--- src/rtl/operand_buffer.sv ---
`default_nettype none
// +----------------------------------------------------------------------------+
// | Module   : operand_buffer                                                  |
// | Brief    : DEPTH-entry valid/ready operand FIFO with flush and occupancy    |
// | Revision : 1.0                                                              |
// +----------------------------------------------------------------------------+
module operand_buffer #(
  parameter  int WIDTH = 16,
  parameter  int DEPTH = 4,
  localparam int CW    = $clog2(DEPTH + 1)
) (
  input  logic             clk,
  input  logic             rst_n,
  input  logic             in_valid,
  input  logic [WIDTH-1:0] in_data,
  output logic             in_ready,
  output logic             out_valid,
  output logic [WIDTH-1:0] out_data,
  input  logic             out_ready,
  input  logic             flush,
  output logic [CW-1:0]    count,
  output logic             full,
  output logic             empty
);

  localparam int PW = $clog2(DEPTH);
  localparam logic [PW-1:0] c_ptr_last = PW'(DEPTH - 1);
  localparam logic [CW-1:0] c_depth    = CW'(DEPTH);

  logic [WIDTH-1:0] r_mem [DEPTH];
  logic [PW-1:0]    r_wr_ptr;
  logic [PW-1:0]    r_rd_ptr;
  logic [CW-1:0]    r_count;

  logic             w_push;
  logic             w_pop;
  logic [PW-1:0]    w_wr_ptr_nxt;
  logic [PW-1:0]    w_rd_ptr_nxt;

  // Status is derived from the count register only, so in_ready never sees out_ready.
  assign full      = (r_count == c_depth);
  assign empty     = (r_count == '0);
  assign in_ready  = !full;
  assign out_valid = !empty;
  assign count     = r_count;
  assign out_data  = empty ? '0 : r_mem[r_rd_ptr];

  assign w_push = in_valid & in_ready;
  assign w_pop  = out_valid & out_ready;

  // Explicit wrap so non-power-of-two depths work.
  assign w_wr_ptr_nxt = (r_wr_ptr == c_ptr_last) ? '0 : r_wr_ptr + PW'(1);
  assign w_rd_ptr_nxt = (r_rd_ptr == c_ptr_last) ? '0 : r_rd_ptr + PW'(1);

  always_ff @(posedge clk or negedge rst_n) begin
    if (!rst_n) begin
      r_wr_ptr <= '0;
      r_rd_ptr <= '0;
      r_count  <= '0;
      for (int i = 0; i < DEPTH; i++) begin
        r_mem[i] <= '0;
      end
    end else if (flush) begin
      // Flush discards any same-cycle push or pop; storage is left as is.
      r_wr_ptr <= '0;
      r_rd_ptr <= '0;
      r_count  <= '0;
    end else begin
      if (w_push) begin
        r_mem[r_wr_ptr] <= in_data;
        r_wr_ptr        <= w_wr_ptr_nxt;
      end
      if (w_pop) begin
        r_rd_ptr <= w_rd_ptr_nxt;
      end
      case ({w_push, w_pop})
        2'b10:   r_count <= r_count + CW'(1);
        2'b01:   r_count <= r_count - CW'(1);
        default: r_count <= r_count;
      endcase
    end
  end

endmodule
`default_nettype wire

--- config.mk ---
export PLATFORM = sky130hd
export DESIGN_NAME = operand_buffer
export DESIGN_NICKNAME = d
export VERILOG_FILES = /design/src/rtl/operand_buffer.sv
export SDC_FILE = /design/constraint.sdc
export NUM_CORES = 1
export LEC_CHECK = 0
export CAP_MARGIN = 20
export CORE_AREA = 2 2 110 112
export DETAILED_ROUTE_END_ITERATION = 6
export DIE_AREA = 0 0 112 114
export HOLD_SLACK_MARGIN = 0.15
export MAX_ROUTING_LAYER = met4
export PLACE_DENSITY = 0.45
export SKIP_CTS_REPAIR_TIMING = 1
export SLEW_MARGIN = 25
export SYNTH_ARGS = -nofsm -noshare
export SYNTH_HDL_FRONTEND = slang
export SYNTH_SLANG_ARGS = --single-unit
--- constraint.sdc ---
create_clock -name clk -period 2.7 [get_ports clk]
set_input_delay 0.54 -clock clk [delete_from_list [all_inputs] [get_ports clk]]
set_output_delay 0.54 -clock clk [all_outputs]
set_load 0.05 [all_outputs]
==> impl_metrics.yaml <==
outcome:
  status: "finished, final reports clean"
yosys:
  yosysWarnings: 0
  synth_edf_count: 0
  ys_seq_area_share_pct: 51.9
  synthesis.nets: 264
  yosys.area_share.simple_pct: 8.45
  ys_seq_elements: 71
  synth.avg_cell_area_um2: 14.4
  yosysTopAreaCellShare_pct: 51.9
  synth_top_family_by_area: "multiplexers"
  syn_inst: 237
  synth_compound_area_share_pct: 2.16
  synth_area_leader_cell: "dfrtp_1"
  synthTopCellsByArea: "dfrtp_1 (52%), mux2_2 (21%), mux4_2 (11%), and2_1 (2.9%), ha_1 (1.8%)"
  synthArstFlopShare_pct: 100
  ys.flop_type: "dfrtp_1"
  synth_fa_ha_area_share_pct: 2.41
  syn_area_um2: 3420
  muxShareOfSynthArea_pct: 31.9
  ys_types: 35
  synth_xor_area_share_pct: 0.256
sta:
  hold_violations: 0
  rsz0062_at_grt: "no"
  setup_tns_ns: 0
  post-route-period-util_pct: 93.9
  finalSetupViolCount: 0
  drv_slew: 0
  fin_worst_skew_ns: 0.00482
  slew_headroom_pct: 67.0
  period_needed_ns: 2.53
  worst_pin_slew_ns: 0.493
  max_freq_mhz: 395
cells_and_area:
  diodes: 0
  final_common_cell: "dfrtp_1"
  final_cell_mix: "dfrtp_1 (71), mux2_2 (64), buf_4 (32)"
  final_cells: 447
  syn_to_final_growth_pct: 27.6
  drive_above_1_share_pct: 47.3
  layout.nets: 322
floorplanning:
  initial_core_util_pct: 29.2
  die_x_um: 112
  placementRows: 40
  fp.dieH_um: 114
  design.die.area_um2: 12800
  ios: 44
  core_um2: 11700
setup_path:
  path_max_fanout: 8
  critPathMaxStageDelay_ns: 0.71
  cp.required_ns: 2.16
  cp_num_buf_inv: 2
  crit_type: "reg2out"
  crit_chain: "buf_4 > or3b_4 > clkdlybuf4s50_1"
  cp-start-kind: "flip-flop"
  arrival_ns: 1.99
  end_kind: "output port"
  path_delay_family: "buffers and inverters"
  crit_slowest_cell: "clkdlybuf4s50_1"
drt:
  num_vias: 2082
  firstDrtPassIters: 4
  drt_iter0_drc: 48
  routedWlPerCell_um: 16.4
  wirelength_um: 7340
  route.detailed.drc: 0
  ant_nets: 0
  via_per_inst: 4.66
placed_design:
  place.port_buffers: 43
  gp_congestion: 0.726
  place_hpwl_um: 4750
  placedCellCount: 431
hold_path:
  worstHoldPathType: "in2async"
power_and_ir_drop:
  peakVddDrop_mv: 0.285
  leakage_nw: 1.93
  power.density_nw_per_um2: 918
clock_tree:
  cts.sinks: 71
  cts_max_level: 3
  clockBufferDepth: 2
  cts_tree: "done"
  worstSkewPairLatency_ns: 0.32
  clk_pin_slew_worst_paths_ns: 0.06
  cts_buffers: 9
  root_buffer: "clkbuf_16"
grt:
  grt_pass1_vias: 2265
  grt_pass1_wl_um: 12100
  antenna_found_initial: 0
  grt_max_degree: 72
  grt_overflow: 0
  grt_usage_pct: 12.9
job:
  drv_cap: 0
## report_power, final
part / leakage [nW] / total, W / internal, W / switching [W]
Combinational: 0.893 / 0.00132 / 0.000663 / 0.000662
Clock: 0.142 / 0.00115 / 0.000712 / 0.000441
Sequential: 0.898 / 0.00153 / 0.00138 / 0.000149
Total: 1.93 / 0.00401 / 0.00276 / 0.00125
## logic make-up after synthesis
logic type / Yosys count
flip-flops: 71
buffers and inverters: 17
multiplexers: 81
XOR/XNOR: 1
AND/OR/NAND/NOR: 49
adder cells (fa/ha/maj): 6
AO/OA/AOI/OAI: 12
## synthesized netlist by cell type, types with 4 or more instances
cell type,n
clkbuf_1,5
nor2_1,6
ha_1,5
dfrtp_1,71
mux4_2,16
a21oi_1,4
nand2_2,4
nand3_1,4
nand2_1,8
and2_1,16
mux2_2,64
## per-stage QoR
| step | hold slack, ns | area, µm² | util [%] | setup slack (ns) | power, W |
|---|---|---|---|---|---|
| 3_5_place_dp | 0.488 | 4080 | 34.8 | 0.377 | 0.00290 |
| 4_1_cts | 0.252 | 4370 | 37.3 | 0.142 | 0.00408 |
| 3_3_place_gp | 0.483 | 4080 | 34.8 | 0.435 | 0.00288 |
| 6_report | 0.235 | 4370 | 37.3 | 0.165 | 0.00401 |
| 2_1_floorplan | 0.244 | 3420 | - | 0.143 | 0.00247 |
| 5_1_grt | 0.251 | 4370 | 37.3 | 0.106 | 0.00425 |
## sequential cells by signal (all words and copies together), names as in the netlist
name	cells
count	3
r_mem	64
r_rd_ptr	2
r_wr_ptr	2
## routing by layer
layer | vias to the layer above | part of all wire, % | global-route usage, %
met5 | - | 0 | -
met4 | 0 | 0.76 | 3.90
met3 | 6 | 3.0 | 3.45
met2 | 28 | 49 | 20.4
met1 | 1074 | 47 | 16.4
li1 | 974 | - | -
## final cells by class
class	count	area [µm²]
fillers	1164	7340
flip-flops and latches	71	1780
multi-input cells	149	1550
repair buffers	60	556
clock buffers	10	229
well taps	147	184
clock inverters	6	61.3
inverters	4	15.0
## worst paths after layout
| path | from | endpoint | slack (ns) | cells after the start |
|---|---|---|---|---|
| worst min register to register | r_mem[24] | r_mem[24] | 0.50 | 1 |
| min in group clk | r_mem[24] | r_mem[24] | 0.50 | 1 |
| max in group asynchronous | rst_n | count[2] | 2.16 | 2 |
| worst min-delay path | rst_n | r_mem[28] | 0.24 | 2 |
| worst max-delay path | count[1] | in_ready | 0.17 | 3 |
| worst max register to register | count[2] | count[2] | 0.51 | 6 |
(Power assumes the default switching activity.)
